### config.mk
export PLATFORM = sky130hd
export DESIGN_NAME = pipe_hazard_fwd_ctrl
export DESIGN_NICKNAME = d
export VERILOG_FILES = /design/src/rtl/arm_pipe_pkg.sv /design/src/rtl/pipe_scoreboard.sv /design/src/rtl/pipe_hazard_fwd_ctrl.sv
export SDC_FILE = /design/constraint.sdc
export NUM_CORES = 1
export LEC_CHECK = 0
export ABC_AREA = 1
export ABC_CLOCK_PERIOD_IN_PS = 2200
export BUFFER_PORTS_ARGS = -buffer_cell sky130_fd_sc_hd__buf_2
export CAP_MARGIN = 10
export CORE_ASPECT_RATIO = 1.2
export CORE_MARGIN = 3
export CORE_UTILIZATION = 50
export DETAILED_ROUTE_END_ITERATION = 10
export GPL_TIMING_DRIVEN = 0
export PLACE_DENSITY = 0.72
export SYNTH_ARGS = -nofsm -noshare
export SYNTH_HDL_FRONTEND = slang
export SYNTH_SLANG_ARGS = --single-unit
### constraint.sdc
create_clock -name clk -period 2.2 [get_ports clk]
set_input_delay 0.11 -clock clk [delete_from_list [all_inputs] [get_ports clk]]
set_output_delay 0.11 -clock clk [all_outputs]
set_load 0.005 [all_outputs]
### src/rtl/arm_pipe_pkg.sv
// Shared types and constants for the ARM 5-stage pipeline hazard/forwarding
// controller.
//   sb_entry_t      : one in-flight writer tracked by the scoreboard
//   FWD_RF          : fwd_sel code meaning "use the ID/EXE register value"
//   *_legal()       : parameter range checks, evaluated at elaboration
package arm_pipe_pkg;

  // Widest register address the scoreboard entry can hold; narrower
  // addresses are zero-extended on entry.
  localparam int unsigned SB_DEST_W = 8;

  localparam int unsigned FWD_RF = 0;

  typedef struct packed {
    logic                 valid;
    logic                 wb_en;
    logic [SB_DEST_W-1:0] dest;
    logic                 is_load;
  } sb_entry_t;

  function automatic bit depth_legal(input int unsigned depth);
    return depth >= 2;
  endfunction

  // LOAD_LAT < DEPTH-1, written without subtraction to avoid underflow.
  function automatic bit load_lat_legal(input int unsigned load_lat,
                                        input int unsigned depth);
    return (load_lat + 1) < depth;
  endfunction

  function automatic bit addr_w_legal(input int unsigned addr_w);
    return (addr_w >= 1) && (addr_w <= SB_DEST_W);
  endfunction

endpackage

### src/rtl/pipe_scoreboard.sv
// Shift-register scoreboard of in-flight writers behind ID, with a
// youngest-match priority encoder for two source operands.
//   clk_i, rst_i   : clock, synchronous active-high reset (clears all entries)
//   adv_i          : shift enable; entry 0 <- push_i, entry k <- entry k-1
//   push_i         : entry describing the instruction leaving ID
//   src_a/b_i      : source register addresses to look up
//   hit_a/b_o      : a valid writer of that register is in flight
//   idx_a/b_o      : index k of the youngest matching entry
//   load_a/b_o     : that matching writer is a load
module pipe_scoreboard
  import arm_pipe_pkg::*;
#(
  parameter int unsigned REG_ADDR_W = 4,
  parameter int unsigned DEPTH      = 3,
  localparam int unsigned IDX_W     = $clog2(DEPTH)
) (
  input  logic                  clk_i,
  input  logic                  rst_i,
  input  logic                  adv_i,
  input  sb_entry_t             push_i,
  input  logic [REG_ADDR_W-1:0] src_a_i,
  input  logic [REG_ADDR_W-1:0] src_b_i,
  output logic                  hit_a_o,
  output logic [IDX_W-1:0]      idx_a_o,
  output logic                  load_a_o,
  output logic                  hit_b_o,
  output logic [IDX_W-1:0]      idx_b_o,
  output logic                  load_b_o
);

  // The WB entry (DEPTH-1) is never matched because the register file is
  // write-first, so only entries 0..DEPTH-2 are stored.
  localparam int unsigned NMATCH = DEPTH - 1;

  typedef struct packed {
    logic             hit;
    logic [IDX_W-1:0] idx;
    logic             load;
  } match_t;

  sb_entry_t sb_q [NMATCH];
  sb_entry_t sb_d [NMATCH];
  match_t    match_a, match_b;

  function automatic match_t find_youngest(input logic [REG_ADDR_W-1:0] src,
                                           input sb_entry_t sb [NMATCH]);
    match_t m;
    m = '0;
    for (int unsigned k = 0; k < NMATCH; k++) begin
      if (!m.hit && sb[k].valid && sb[k].wb_en &&
          (sb[k].dest == SB_DEST_W'(src))) begin
        m.hit  = 1'b1;
        m.idx  = IDX_W'(k);
        m.load = sb[k].is_load;
      end
    end
    return m;
  endfunction

  always_comb begin
    sb_d = sb_q;
    if (adv_i) begin
      sb_d[0] = push_i;
      for (int unsigned k = 1; k < NMATCH; k++) begin
        sb_d[k] = sb_q[k-1];
      end
    end
  end

  always_ff @(posedge clk_i) begin
    for (int unsigned k = 0; k < NMATCH; k++) begin
      if (rst_i) sb_q[k] <= '0;
      else       sb_q[k] <= sb_d[k];
    end
  end

  always_comb begin
    match_a = find_youngest(src_a_i, sb_q);
    match_b = find_youngest(src_b_i, sb_q);
  end

  assign hit_a_o  = match_a.hit;
  assign idx_a_o  = match_a.idx;
  assign load_a_o = match_a.load;
  assign hit_b_o  = match_b.hit;
  assign idx_b_o  = match_b.idx;
  assign load_b_o = match_b.load;

endmodule

### src/rtl/pipe_hazard_fwd_ctrl.sv
// Hazard, forwarding and flush controller for the ARM 5-stage pipeline.
// Sits beside ID; drives IF/ID freeze/flush, ID/EXE flush and EXE operand muxes.
//   clk, rst                    : clock, synchronous active-high reset
//   id_*                        : description of the instruction in ID
//   br_taken                    : branch resolved taken in EXE
//   mem_busy                    : data memory wait, whole pipeline freezes
//   freeze_all                  : hold every pipeline register
//   stall_if                    : hold PC and IF/ID, bubble into ID/EXE
//   flush_if_id, flush_id_exe   : clear IF/ID and ID/EXE
//   fwd_sel_a/b                 : registered EXE operand source (0 = ID/EXE value)
//   stall_cnt/flush_cnt/freeze_cnt : saturating event counters
module pipe_hazard_fwd_ctrl
  import arm_pipe_pkg::*;
#(
  parameter int unsigned REG_ADDR_W = 4,
  parameter int unsigned DEPTH      = 3,
  parameter bit          FWD_EN     = 1'b1,
  parameter int unsigned LOAD_LAT   = 1,
  parameter int unsigned CNT_W      = 32,
  localparam int unsigned FWD_SEL_W = $clog2(DEPTH)
) (
  input  logic                  clk,
  input  logic                  rst,
  input  logic                  id_valid,
  input  logic [REG_ADDR_W-1:0] id_src1,
  input  logic [REG_ADDR_W-1:0] id_src2,
  input  logic                  id_use_src1,
  input  logic                  id_use_src2,
  input  logic                  id_wb_en,
  input  logic [REG_ADDR_W-1:0] id_dest,
  input  logic                  id_mem_r_en,
  input  logic                  br_taken,
  input  logic                  mem_busy,
  output logic                  freeze_all,
  output logic                  stall_if,
  output logic                  flush_if_id,
  output logic                  flush_id_exe,
  output logic [FWD_SEL_W-1:0]  fwd_sel_a,
  output logic [FWD_SEL_W-1:0]  fwd_sel_b,
  output logic [CNT_W-1:0]      stall_cnt,
  output logic [CNT_W-1:0]      flush_cnt,
  output logic [CNT_W-1:0]      freeze_cnt
);

  if (!depth_legal(DEPTH)) begin : g_bad_depth
    $error("pipe_hazard_fwd_ctrl: DEPTH must be >= 2");
  end
  if (!load_lat_legal(LOAD_LAT, DEPTH)) begin : g_bad_load_lat
    $error("pipe_hazard_fwd_ctrl: LOAD_LAT must be < DEPTH-1");
  end
  if (!addr_w_legal(REG_ADDR_W)) begin : g_bad_addr_w
    $error("pipe_hazard_fwd_ctrl: REG_ADDR_W out of range");
  end

  logic                 hit_a, hit_b, load_a, load_b;
  logic [FWD_SEL_W-1:0] idx_a, idx_b;
  logic                 used_a, used_b, need_stall_a, need_stall_b, hazard;
  logic                 flush;
  sb_entry_t            push;

  logic [FWD_SEL_W-1:0] fwd_sel_a_q, fwd_sel_a_d, fwd_sel_b_q, fwd_sel_b_d;
  logic [CNT_W-1:0]     stall_cnt_q, stall_cnt_d;
  logic [CNT_W-1:0]     flush_cnt_q, flush_cnt_d;
  logic [CNT_W-1:0]     freeze_cnt_q, freeze_cnt_d;

  pipe_scoreboard #(
    .REG_ADDR_W (REG_ADDR_W),
    .DEPTH      (DEPTH)
  ) u_sb (
    .clk_i    (clk),
    .rst_i    (rst),
    .adv_i    (!mem_busy),
    .push_i   (push),
    .src_a_i  (id_src1),
    .src_b_i  (id_src2),
    .hit_a_o  (hit_a),
    .idx_a_o  (idx_a),
    .load_a_o (load_a),
    .hit_b_o  (hit_b),
    .idx_b_o  (idx_b),
    .load_b_o (load_b)
  );

  assign used_a = id_valid && id_use_src1 && hit_a;
  assign used_b = id_valid && id_use_src2 && hit_b;

  // With forwarding, only a load not yet past LOAD_LAT blocks; the result
  // lands at entry k+1 once the consumer reaches EXE.
  always_comb begin
    need_stall_a = 1'b0;
    need_stall_b = 1'b0;
    if (FWD_EN) begin
      need_stall_a = used_a && load_a && ((int'(idx_a) + 1) <= int'(LOAD_LAT));
      need_stall_b = used_b && load_b && ((int'(idx_b) + 1) <= int'(LOAD_LAT));
    end else begin
      need_stall_a = used_a;
      need_stall_b = used_b;
    end
  end

  assign hazard       = need_stall_a || need_stall_b;
  assign freeze_all   = mem_busy;
  assign flush        = !mem_busy && br_taken;
  assign flush_if_id  = flush;
  assign flush_id_exe = flush;
  assign stall_if     = !mem_busy && !br_taken && hazard;

  always_comb begin
    push         = '0;
    push.valid   = id_valid && !stall_if && !br_taken;
    push.wb_en   = id_wb_en;
    push.dest    = SB_DEST_W'(id_dest);
    push.is_load = id_mem_r_en;
  end

  always_comb begin
    fwd_sel_a_d = fwd_sel_a_q;
    fwd_sel_b_d = fwd_sel_b_q;
    if (!mem_busy) begin
      fwd_sel_a_d = FWD_SEL_W'(FWD_RF);
      fwd_sel_b_d = FWD_SEL_W'(FWD_RF);
      if (FWD_EN && id_valid && !stall_if && !br_taken) begin
        if (used_a) fwd_sel_a_d = idx_a + 1'b1;
        if (used_b) fwd_sel_b_d = idx_b + 1'b1;
      end
    end
  end

  always_comb begin
    stall_cnt_d  = stall_cnt_q;
    flush_cnt_d  = flush_cnt_q;
    freeze_cnt_d = freeze_cnt_q;
    if (stall_if && (stall_cnt_q != '1))   stall_cnt_d  = stall_cnt_q + 1'b1;
    if (flush && (flush_cnt_q != '1))      flush_cnt_d  = flush_cnt_q + 1'b1;
    if (mem_busy && (freeze_cnt_q != '1))  freeze_cnt_d = freeze_cnt_q + 1'b1;
  end

  always_ff @(posedge clk) begin
    if (rst) begin
      fwd_sel_a_q  <= '0;
      fwd_sel_b_q  <= '0;
      stall_cnt_q  <= '0;
      flush_cnt_q  <= '0;
      freeze_cnt_q <= '0;
    end else begin
      fwd_sel_a_q  <= fwd_sel_a_d;
      fwd_sel_b_q  <= fwd_sel_b_d;
      stall_cnt_q  <= stall_cnt_d;
      flush_cnt_q  <= flush_cnt_d;
      freeze_cnt_q <= freeze_cnt_d;
    end
  end

  assign fwd_sel_a  = fwd_sel_a_q;
  assign fwd_sel_b  = fwd_sel_b_q;
  assign stall_cnt  = stall_cnt_q;
  assign flush_cnt  = flush_cnt_q;
  assign freeze_cnt = freeze_cnt_q;

endmodule

==> flow_metrics.tcl <==
set metrics [dict create \
    cts.htree.levels 4 \
    first_iter_violations 400 \
    cellPowerDensity_nw_per_um2 691 \
    whs_ps 82.5 \
    syn_area_per_cell_sq_um 6.64 \
    seq_area_sq_um 2260 \
    ys_async_sr_fraction 0 \
    yosys.area.top_type "dfxtp_1" \
    firstDrtPassIters 5 \
    report.final.setup_viol 0 \
    finalHoldViolCount 0 \
    syn_inst 962 \
    yosys_most_used_dff "dfxtp_1" \
    mostFrequentLayoutCells "nand2_1 (258), buf_2 (130), nor2_1 (129)" \
    multi_input_area_sq_um 3620 \
    final_cell_count_no_fill 1285 \
    nFillCells 1189 \
    critPathKind "flop to flop" \
    cp_max_fo 10 \
    ir_drop_v 0.000430 \
    worst_ep_required_time_ps 2480 \
    clkSlewWorstSetupHoldPaths_ps 60 \
    crit_buf_inv 2 \
    io_buffers 124 \
    syn_to_final_growth_pct 24.9 \
    maxSlewHeadroom 0.526 \
    finalClockSkew_ps 8.26 \
    antenna_found_initial 0 \
    placed_area_sq_um 7210 \
    cap_violations 0 \
    rows 44 \
    path_depth 11 \
    die_x_um 109 \
    initial_core_util 0.520 \
    place.gp.congestion 0.976 \
    r2r_cells 11 \
    fin_tns_setup_ps 0 \
    wl_per_cell_um 14.2 \
    cp_common_cell "nand2_1" \
    synth-seq-area-share 0.354 \
    overflow 0 \
    critical_path.max_stage_delay_ps 390 \
    cts_setup_buffers 0 \
    die_area_sq_um 14200 \
    worstSetupEndpointType "flop" \
    viasPerCell 5.20 \
    drcViolationCount 0 \
    cts_sinks 113 \
    cp_slowest_cell "dfxtp_2" \
    fp.dieH_um 130 \
    cts_max_path_buffers 2 \
    grt_max_degree 17 \
    io_pins 125 \
    track_usage 0.264 \
    synth_edf_count 0 \
    total_power_mw 5.51 \
    synth_cell_type_count 41 \
    critPathLaunchType "flop" \
    synth.top_cell.area_share 0.354 \
    cts_buffers 17 \
    outcome "finished, final reports clean" \
    routed_wl_um 18300 \
    tightest_slew_ps 711 \
    synth_area_sq_um 6390 \
    cts-root-buf "clkbuf_16" \
    tritoncts "done" \
    dp.cells 1247 \
    rsz0062_at_grt "no" \
    whs_path_depth 5 \
    maxSlewViolCount 0 \
    drive_above_1_share 0.190 \
    final_area_sq_um 7980 \
    insertion_delay_ps 420 \
    ant_nets 0 \
    grt_pass1_vias 6230 \
    crit_family "simple AND/OR/NAND/NOR gates" \
    fmax_mhz 491 \
    crit_chain "ha_1 > nand3_1 > nor2_4 > nand2_1 > nor2_2 > nand2_1 > nand2_2 > inv_1 > buf_2 > nand2_1 > a21oi_1" \
    post-route-min-period_ps 2040 \
    syn_nets 986 \
    cp.arrival_ps 2320 \
    antenna_cells 0 \
    vias 6676 \
    synth-seq-cells 113 \
    hold_class "primary input to flop" \
    leakagePower_nw 3.38 \
    final.period_utilization 0.926 \
    core_sq_um 12300 \
    ys_top_cells_by_area "dfxtp_1 (35%), nand2_1 (15%), nor2_1 (7.6%)" \
    grt_pass1_wl_um 29700 \
    dpl.hpwl_um 13700 \
    yosys_warnings 0 \
    nets 1135 \
    final_common_cell "nand2_1" \
]
cells in the mapped netlist, types with 5 or more instances:
cell type  count
nand3_1       31
nor2_2        12
buf_2          6
inv_2          6
clkbuf_1      15
nor2_1       130
nand2_1      258
nand4_1       29
a21oi_1       71
o21ai_0       38
xnor2_1       18
xor2_1        39
nor3b_1        5
nand2_2        6
nor3_1        41
dfxtp_1      113
inv_1         95
nor4_1         8
tightest hold or removal path: cells and delay by family:
| family | cells | cell delay (ps) |
|---|---|---|
| buffers and inverters | 1 | 90 |
| AO/OA/AOI/OAI | 1 | 50 |
| AND/OR/NAND/NOR | 3 | 200 |
cell families (layout without fill, tap and decap cells):
kind of cell | count (synthesis) | in the layout | synth area share
flip-flops | 113 | 113 | 0.354
XOR/XNOR | 57 | 57 | 0.0782
adder cells (fa/ha/maj) | 3 | 3 | 0.00588
AO/OA/AOI/OAI | 118 | 118 | 0.0952
buffers and inverters | 128 | 290 | 0.0817
AND/OR/NAND/NOR | 543 | 543 | 0.385
timing repair:
item                                   in CTS  in global routing
endpoints found under the hold margin       6                  0
resized for setup                           0                  6
setup endpoints to repair                   0                 46
hold buffers                                6                  0
report_power, final:
part | internal [mW] | switching, mW | total (mW)
clock | 2.19 | 0.986 | 3.18
combinational | 0.0830 | 0.157 | 0.240
sequential | 2.07 | 0.0223 | 2.09
state kept, by name, summed over array words and instances (netlist names):
name,flops
flush_cnt,32
u_sb.sb_q,13
freeze_cnt,32
fwd_sel_b,2
stall_cnt,32
fwd_sel_a,2
layer usage:
metal / global-route usage / routed length, um
met4: 0.0858 / 425
met5: 0 / 0
met2: 0.448 / 8820
met1: 0.327 / 7940
met3: 0.0673 / 1080
area by class of cell:
class                           instances  area share
Buffer                                 27      0.0179
Clock buffer                           24      0.0642
Clock inverter                          8      0.0215
Inverter                              101      0.0475
Multi-Input combinational cell        721       0.454
Sequential cell                       113       0.284
Tap cell                              161      0.0253
Timing Repair Buffer                  130      0.0853
final timing paths:
path	start	end	slack (ps)
setup reg to reg	flush_cnt[1]	flush_cnt[26]	160
hold reg to reg	fwd_sel_a[1]	fwd_sel_a[1]	460
setup / recovery	flush_cnt[1]	flush_cnt[26]	160
hold / removal	id_use_src2	fwd_sel_b[1]	80
through the flow:
| stage | worst slack (ps) | util |
|---|---|---|
| final | 164 | 0.650 |
| after global routing | 15.7 | 0.650 |
| after CTS | 44.1 | 0.648 |
| after detailed placement | 71.0 | 0.587 |
| after global placement | 54.7 | 0.587 |
| after floorplan | 481 | - |
Power figures use the tool's default switching activity.
